## config.mk

```make
export PLATFORM = sky130hd
export DESIGN_NAME = count_uart_tx_flat
export DESIGN_NICKNAME = d
export VERILOG_FILES = /design/src/rtl/count_uart_tx_if.sv /design/src/rtl/count_uart_tx.sv /design/src/flat_wrapper.sv
export SDC_FILE = /design/constraint.sdc
export NUM_CORES = 1
export LEC_CHECK = 0
export ABC_AREA = 0
export BUFFER_PORTS_ARGS = -buffer_cell sky130_fd_sc_hd__clkbuf_2
export CORE_MARGIN = 3
export CORE_UTILIZATION = 60
export CTS_BUF_LIST = sky130_fd_sc_hd__clkbuf_8
export CTS_CLUSTER_DIAMETER = 30
export DETAILED_ROUTE_END_ITERATION = 16
export PLACE_DENSITY_LB_ADDON = 0.25
export SLEW_MARGIN = 5
export SYNTH_ARGS = -nofsm -noshare
export SYNTH_HDL_FRONTEND = slang
export SYNTH_SLANG_ARGS = --single-unit
export TNS_END_PERCENT = 50
```

## constraint.sdc

```tcl
create_clock -name clk -period 2.55 [get_ports clk]
set_input_delay 0.51 -clock clk [delete_from_list [all_inputs] [get_ports clk]]
set_output_delay 0.51 -clock clk [all_outputs]
set_load 0.05 [all_outputs]
```

## src/rtl/count_uart_tx_if.sv

```systemverilog
// count_uart_tx_if: valid/ready word handshake feeding the UART transmitter.
// The master drives the word and valid.
// The slave (the transmitter) answers with ready.
`timescale 1ns/1ps

interface count_uart_tx_if;
  logic [7:0] in_data;
  logic       in_valid;
  logic       in_ready;

  modport master (output in_data, output in_valid, input in_ready);
  modport slave  (input in_data, input in_valid, output in_ready);
endinterface

```

## src/rtl/count_uart_tx.sv

```systemverilog
// count_uart_tx: serialises 8-bit counter values onto an 8N1 UART line.
// Bits go out LSB first, with CLKS_PER_BIT clocks per bit.
// A single holding register decouples the producer from the shifter.
// Optional build macro: COUNT_TX_PARITY_EN inserts an even-parity bit
// between the data bits and the stop bit, giving 11-bit frames.
`timescale 1ns/1ps

module count_uart_tx #(
  parameter int CLKS_PER_BIT = 16
) (
  input  logic                 clk,
  input  logic                 rst_n,
  input  logic                 ena,
  count_uart_tx_if.slave       bus,
  output logic                 tx,
  output logic                 busy
);

  localparam int CNT_W = (CLKS_PER_BIT > 2) ? $clog2(CLKS_PER_BIT) : 1;
  localparam logic [CNT_W-1:0] CNT_LAST = CNT_W'(CLKS_PER_BIT - 1);

`ifdef COUNT_TX_PARITY_EN
  typedef enum logic [2:0] {IDLE, START, DATA, PARITY, STOP} state_t;
`else
  typedef enum logic [2:0] {IDLE, START, DATA, STOP} state_t;
`endif

  state_t           state;
  logic [CNT_W-1:0] baud_cnt;
  logic [2:0]       bit_idx;
  logic [7:0]       shift_reg;
  logic [7:0]       hold_data;
  logic             hold_full;
`ifdef COUNT_TX_PARITY_EN
  logic             parity_bit;
`endif

  logic baud_last;
  logic accept;
  logic load;

  // Handshake and status are derived only from registered state, never from in_valid
  always_comb begin
    bus.in_ready = ena & ~hold_full;
    busy         = (state != IDLE) | hold_full;
    baud_last    = (baud_cnt == CNT_LAST);
    accept       = bus.in_valid & ena & ~hold_full;
    load         = hold_full & ((state == IDLE) | ((state == STOP) & baud_last));
  end

  // Holding register, frame FSM, baud/bit counters and the registered tx line; ena=0 freezes all of it
  always_ff @(posedge clk or negedge rst_n) begin
    if (!rst_n) begin
      state      <= IDLE;
      baud_cnt   <= '0;
      bit_idx    <= 3'd0;
      shift_reg  <= 8'd0;
      hold_data  <= 8'd0;
      hold_full  <= 1'b0;
      tx         <= 1'b1;
`ifdef COUNT_TX_PARITY_EN
      parity_bit <= 1'b0;
`endif
    end else if (ena) begin
      if (accept) begin
        hold_data <= bus.in_data;
        hold_full <= 1'b1;
      end else if (load) begin
        hold_full <= 1'b0;
      end

      case (state)
        IDLE: begin
          baud_cnt <= '0;
          bit_idx  <= 3'd0;
          if (hold_full) begin
            state      <= START;
            shift_reg  <= hold_data;
            tx         <= 1'b0;
`ifdef COUNT_TX_PARITY_EN
            parity_bit <= ^hold_data;
`endif
          end
        end

        START: begin
          if (baud_last) begin
            baud_cnt <= '0;
            state    <= DATA;
            tx       <= shift_reg[0];
          end else begin
            baud_cnt <= baud_cnt + 1'b1;
          end
        end

        DATA: begin
          if (baud_last) begin
            baud_cnt <= '0;
            if (bit_idx == 3'd7) begin
              bit_idx <= 3'd0;
`ifdef COUNT_TX_PARITY_EN
              state   <= PARITY;
              tx      <= parity_bit;
`else
              state   <= STOP;
              tx      <= 1'b1;
`endif
            end else begin
              bit_idx   <= bit_idx + 3'd1;
              shift_reg <= {1'b0, shift_reg[7:1]};
              tx        <= shift_reg[1];
            end
          end else begin
            baud_cnt <= baud_cnt + 1'b1;
          end
        end

`ifdef COUNT_TX_PARITY_EN
        PARITY: begin
          if (baud_last) begin
            baud_cnt <= '0;
            state    <= STOP;
            tx       <= 1'b1;
          end else begin
            baud_cnt <= baud_cnt + 1'b1;
          end
        end
`endif

        STOP: begin
          if (baud_last) begin
            baud_cnt <= '0;
            if (hold_full) begin
              state      <= START;
              shift_reg  <= hold_data;
              tx         <= 1'b0;
`ifdef COUNT_TX_PARITY_EN
              parity_bit <= ^hold_data;
`endif
            end else begin
              state <= IDLE;
            end
          end else begin
            baud_cnt <= baud_cnt + 1'b1;
          end
        end

        default: begin
          state    <= IDLE;
          baud_cnt <= '0;
          bit_idx  <= 3'd0;
          tx       <= 1'b1;
        end
      endcase
    end
  end

endmodule

```

## src/flat_wrapper.sv

```systemverilog
// flat-port wrapper written by rule: the top's interface ports become plain ports
module count_uart_tx_flat 
#(
  parameter int CLKS_PER_BIT = 16
)
  (clk, rst_n, ena, tx, busy, bus_in_data, bus_in_valid, bus_in_ready);
  count_uart_tx_if bus_i ();
  input  logic clk;
  input  logic rst_n;
  input  logic ena;
  output logic tx;
  output logic busy;
  input wire logic [$bits(bus_i.in_data)-1:0] bus_in_data;
  input wire logic [$bits(bus_i.in_valid)-1:0] bus_in_valid;
  output wire logic [$bits(bus_i.in_ready)-1:0] bus_in_ready;
  assign bus_i.in_data = bus_in_data;
  assign bus_i.in_valid = bus_in_valid;
  assign bus_in_ready = bus_i.in_ready;
  count_uart_tx #(.CLKS_PER_BIT(CLKS_PER_BIT)) u_core (.clk(clk), .rst_n(rst_n), .ena(ena), .bus(bus_i), .tx(tx), .busy(busy));
endmodule
```

; ---- Word level (Yosys, flattened, before mapping)
; Index checks and enable logic that the tools add are counted.
[word_totals]
reg_bits = 28
output_inout_bits = 3
word_cells = 66
[op_classes]
n_addsub = 2
n_eq_ne = 11
muxes = 25
n_bitwise = 9
n_reduce_logical = 12
[op_table]
columns = cell, n
row1 = two-way mux 8 bit, 4
row2 = case mux 8 bit (3 select lines), 1
row3 = two-way mux 3 bit, 7
row4 = case mux 3 bit (4 select lines), 1
row5 = != test 2 x 1 -> 1 bit (second input constant), 5
row6 = two-way mux 1 bit, 8
row7 = two-way mux 4 bit, 2
row8 = == test 3 x 2 -> 1 bit (second input constant), 2
row9 = case mux 3 bit (2 select lines), 1
row10 = AND reduction 6 bit, 1
row11 = nonzero test 3 bit, 2
row12 = AND 1 bit, 5
row13 = AND reduction 5 bit, 1
row14 = adder 4 x 1 -> 4 bit (second input constant), 1
row15 = == test 4 bit (second input constant), 1
row16 = case mux 1 bit (4 select lines), 1
row17 = AND reduction 2 bit, 2
row18 = AND reduction 4 bit, 1
row19 = adder 3 x 1 -> 3 bit (second input constant), 1
row20 = == test 3 x 1 -> 1 bit (second input constant), 1
row21 = == test 3 bit (second input constant), 1
row22 = logical NOT 3 bit, 1
row23 = AND reduction 3 bit, 1
row24 = OR reduction 3 bit, 1
row25 = other kinds (5), 7

; ---- Logic depth before layout (Yosys ltp)
[logic_depth]
depth_word = 6
depth_mapped = 7

; ---- Worst setup path before layout
; No wires, ideal clock.
[synth_path]
path_type = input-to-reg
from = input port ena
to = register u_core.hold_data[1]
setup_time_ns = 0.128
arrival_ns = 2.008
setup_slack_ns = 0.414
path_stages = 3
cell_sequence = nor2b_1 -> nand2_1 -> mux2_1
[synth_via]
elab_chain_len = 3
[synth_rtl]
columns = item, line_no
row1 = start: declaration, flat_wrapper.sv:10  ; input logic ena;
row2 = AND 1 bit (2 in a row), count_uart_tx.sv:47  ; accept = bus.in_valid & ena & ~hold_full;
row3 = AND reduction 2 bit (no line) (*), n/a
row4 = end signal: assignment, count_uart_tx.sv:66  ; hold_data <= bus.in_data;
row5 = end: declaration, count_uart_tx.sv:32  ; logic [7:0] hold_data;
; Every way passes the cells marked *; elsewhere a longest branch is shown, timed or not.
; A chain may end at the register's enable or synchronous reset.

; ---- Worst setup path in the final report
[layout_path]
from = register u_core.state[1]
to = register u_core.state[1]
[layout_via]
elab_chain_len = 3
[layout_rtl]
columns = item, line_no
row1 = start: declaration, count_uart_tx.sv:28  ; state_t state;
row2 = start signal: assignment, count_uart_tx.sv:54  ; state <= IDLE;
row3 = start signal: assignment, count_uart_tx.sv:77  ; state <= START;
row4 = start signal: assignment, count_uart_tx.sv:89  ; state <= DATA;
row5 = "== test 3 x 2 -> 1 bit, or another cell as far along", count_uart_tx.sv:72  ; case (state)
row6 = != test 2 x 1 -> 1 bit (no line), n/a
row7 = AND reduction 6 bit (no line), n/a
; Parallel ways exist; a longest one is shown, timed or not.

==> flow_summary_export.csv <==
group,metric,value,unit
layout,post-route-cell-area,1590,um^2
global_route,gr-total-overflow,0,
timing,drv_slew,0,
synth,yosys.area_share.simple,10.36,%
clock_tree,cts_buffers,3,
placement,hpwl,1.815,mm
detailed_routing,drc,0,
layout,final_cells,167,
worst_setup_path,arrival,2.32,ns
timing,min_period,2.165,ns
power_and_ir_drop,peakVddDrop,0.0007878,V
worst_setup_path,cp_top_family,"simple AND/OR/NAND/NOR gates",
worst_setup_path,slowest_stage,"or4b_1",
synth,synth-compound-area-share,9.758,%
power_and_ir_drop,p_leak,0.7629,nW
layout,area_growth,9.759,%
power_and_ir_drop,p_per_area,1161,nW/um^2
status,status,"finished clean",
timing,clock-skew-final,0.003334,ns
floorplan,die_y,55.14,um
placement,place_area,1541,um^2
floorplan,rows,17,
job,cap_viol_max_count,0,
synth,synth_adder_area_share,8.636,%
min_path,hp-class,"in -> async",
timing,fin_setup_tns,0,ns
placement,dp.cells,163,
synth,synth_top_family_by_area,"multiplexers",
detailed_routing,vias_per_cell,5.677,
floorplan,coreArea,2255,um^2
synth,synth.avg_cell_area,11.59,um^2
worst_setup_path,cp_max_fo,5,
clock_tree,clock_sinks,27,
clock_tree,clock-root-buffer,"clkbuf_8",
floorplan,io_pins,15,
synth,synthMuxAreaShare,20.81,%
global_route,antenna_found_initial,0,
clock_tree,clkTransAtPathRegs,0.10,ns
synth,synth_xor_area_share,0,%
global_route,grt_pass1_vias,910,
synth,yosysUniqueCellTypes,34,
clock_tree,clk_path_buf_depth,2,
layout,seqCellArea,676.9,um^2
floorplan,start_util,64.26,%
worst_setup_path,crit_buf_inv,1,
placement,gp_congestion,0.7496,
worst_setup_path,max_stage_delay,0.54,ns
floorplan,fp.dieArea,3040,um^2
timing,rsz0062_at_grt,"false",
worst_setup_path,cp_data_required_time,2.71,ns
synth,synth_cells,125,
global_route,grt_pass1_wl,4.126,mm
detailed_routing,postRouteWirelength,2.442,mm
clock_tree,htreeDepth,1,
detailed_routing,drt-pass1-iter-count,4,
timing,fmax,461.9,MHz
global_route,groute.usage.overall,18.97,%
synth,yosysSeqAreaShare,46.72,%
synth,ys_ff_latch,27,
layout,drive_above_1_share,25.90,%
timing,hold_viol,0,
detailed_routing,vias,948,
timing,worstMarginPinSlew,0.6571,ns
clock_tree,ctsHoldBuffers,0,
worst_setup_path,crit_chain,"inv_1 -> ha_1 -> or4b_1 -> a222oi_1 -> mux2_1",
layout,nets,162,
detailed_routing,routedWlPerCell,14.62,um
synth,ys_warn_count,0,
worst_setup_path,end_kind,"flip-flop",
layout,multiInputGateArea,718.2,um^2
timing,maxSlewHeadroom,56.19,%
synth,syn_nets,147,
placement,portBuffers,14,
synth,synthesis.area,1449,um^2
detailed_routing,ant_nets,0,
worst_setup_path,worstSetupPathType,"reg -> reg",
detailed_routing,drt_iter0_drc,9,
clock_tree,cts_tree,"yes",
global_route,grt_start_max_net_pins,28,
layout,diodes,0,
floorplan,die_x,55.14,um
layout,fillers,179,
clock_tree,cts.repair.resized,0,
clock_tree,post_cts_buffers,0,
worst_setup_path,cp-start-kind,"flip-flop",
timing,period_share,84.90,%
clock_tree,clock_latency,0.27,ns
timing,setup_viol,0,
-- per-layer routing --
metal  GRT usage [%]  up-vias  part of all wire [%]
met5               0        -                     0
met4           4.858        0                  0.90
met3           3.217        4                   2.7
met2           32.68       13                    49
met1           24.58      453                    48
li1                -      478                     -
-- worst reg2reg max path, delay by kind of cell, from the launching register on --
kind,cells,cell delay [ns]
buf+inv,1,0.10
simple gates,1,0.54
compound gates,1,0.40
flops,1,0.42
mux,1,0.37
fa+ha+maj,1,0.22
-- path summary, 6_finish.rpt --
path / startpoint / endpoint / slack [ns] / cells after the start
worst min register to register: u_core.shift_reg[5] / u_core.shift_reg[5] / 0.50 / 1
min in group clk: bus_in_data[1] / u_core.hold_data[1] / 0.44 / 2
max in group asynchronous: rst_n / u_core.state[1] / 1.88 / 1
worst max register to register: u_core.state[1] / u_core.state[1] / 0.39 / 5
worst max-delay path: u_core.state[1] / u_core.state[1] / 0.39 / 5
worst min-delay path: rst_n / u_core.bit_idx[2] / 0.25 / 1
-- power by group --
part / internal (mW) / total, mW / switching [mW]
Clock: 0.111 / 0.247 / 0.136
Sequential: 0.643 / 0.798 / 0.155
Combinational: 0.408 / 0.802 / 0.394
Total: 1.16 / 1.85 / 0.685
-- final cells by class --
| class | instances | area share [%] |
|---|---|---|
| multi-input cells | 84 | 45.16 |
| flip-flops and latches | 27 | 42.56 |
| repair buffers | 15 | 4.878 |
| clock buffers | 3 | 2.596 |
| well taps | 28 | 2.203 |
| inverters | 9 | 2.124 |
| clock inverters | 1 | 0.4721 |
-- cell usage in the layout, fill, tap and decap left out, drive strengths merged, types with 2 or more instances in the layout --
cell / netlist / final
mux2: 25 / 25
clkbuf: 4 / 17
and3: 2 / 2
a21oi: 2 / 2
mux2i: 2 / 2
or2: 2 / 2
o21ai: 4 / 4
inv: 9 / 9
nand3: 2 / 2
nor2b: 5 / 5
a2bb2oi: 3 / 3
ha: 10 / 10
nor2: 2 / 2
nand2: 10 / 10
dfrtp: 26 / 26
nand4: 2 / 2
-- Yosys cell counts --
master	count	area, um^2
a21o_1	1	7.510
or2_1	1	6.260
o21ai_0	1	5.000
a31o_2	1	8.760
buf_2	1	5.000
inv_1	9	33.78
nor2_1	2	7.510
o2111a_1	1	11.26
or3b_1	1	8.760
dfrtp_1	26	650.6
nand3b_1	1	7.510
o2bb2ai_1	1	8.760
mux2_2	14	157.7
a222oi_1	1	10.01
nand4_1	2	12.51
o31ai_1	1	7.510
mux2i_1	2	20.02
or4b_1	1	10.01
a31oi_1	1	6.260
o21ai_1	3	15.01
mux2_1	11	123.9
nand3_1	2	10.01
a2bb2oi_1	3	26.28
o41ai_1	1	8.760
and3_1	2	12.51
o32ai_1	1	8.760
a21oi_1	2	10.01
ha_1	10	125.1
clkbuf_1	4	15.01
nor2b_1	5	31.28
nand2_1	10	37.54
dfstp_2	1	26.28
or2_2	1	6.260
o211ai_1	1	7.510
-- per-stage QoR --
step | util, % | setup WS (ns) | hold WS (ns) | power (mW)
final | 70.53 | 0.3851 | 0.2494 | 1.847
after global routing | 70.53 | 0.2920 | 0.2911 | 2.009
after CTS | 70.53 | 0.3717 | 0.2809 | 1.867
after detailed placement | 68.37 | 0.3849 | 0.4757 | 1.617
after global placement | 68.37 | 0.4719 | 0.4647 | 1.566
after floorplan | - | 0.4145 | 0.2144 | 1.429
-- logic make-up (layout without fill, tap and decap cells) --
logic type                 count (synthesis)  after routing
and+or+nand+nor                           28             28
muxes                                     27             27
DFF                                       27             27
AOI/OAI and AO/OA                         19             19
buffers and inverters                     14             28
adders and majority gates                 10             10
No activity file was read; power rests on OpenSTA's default activity.
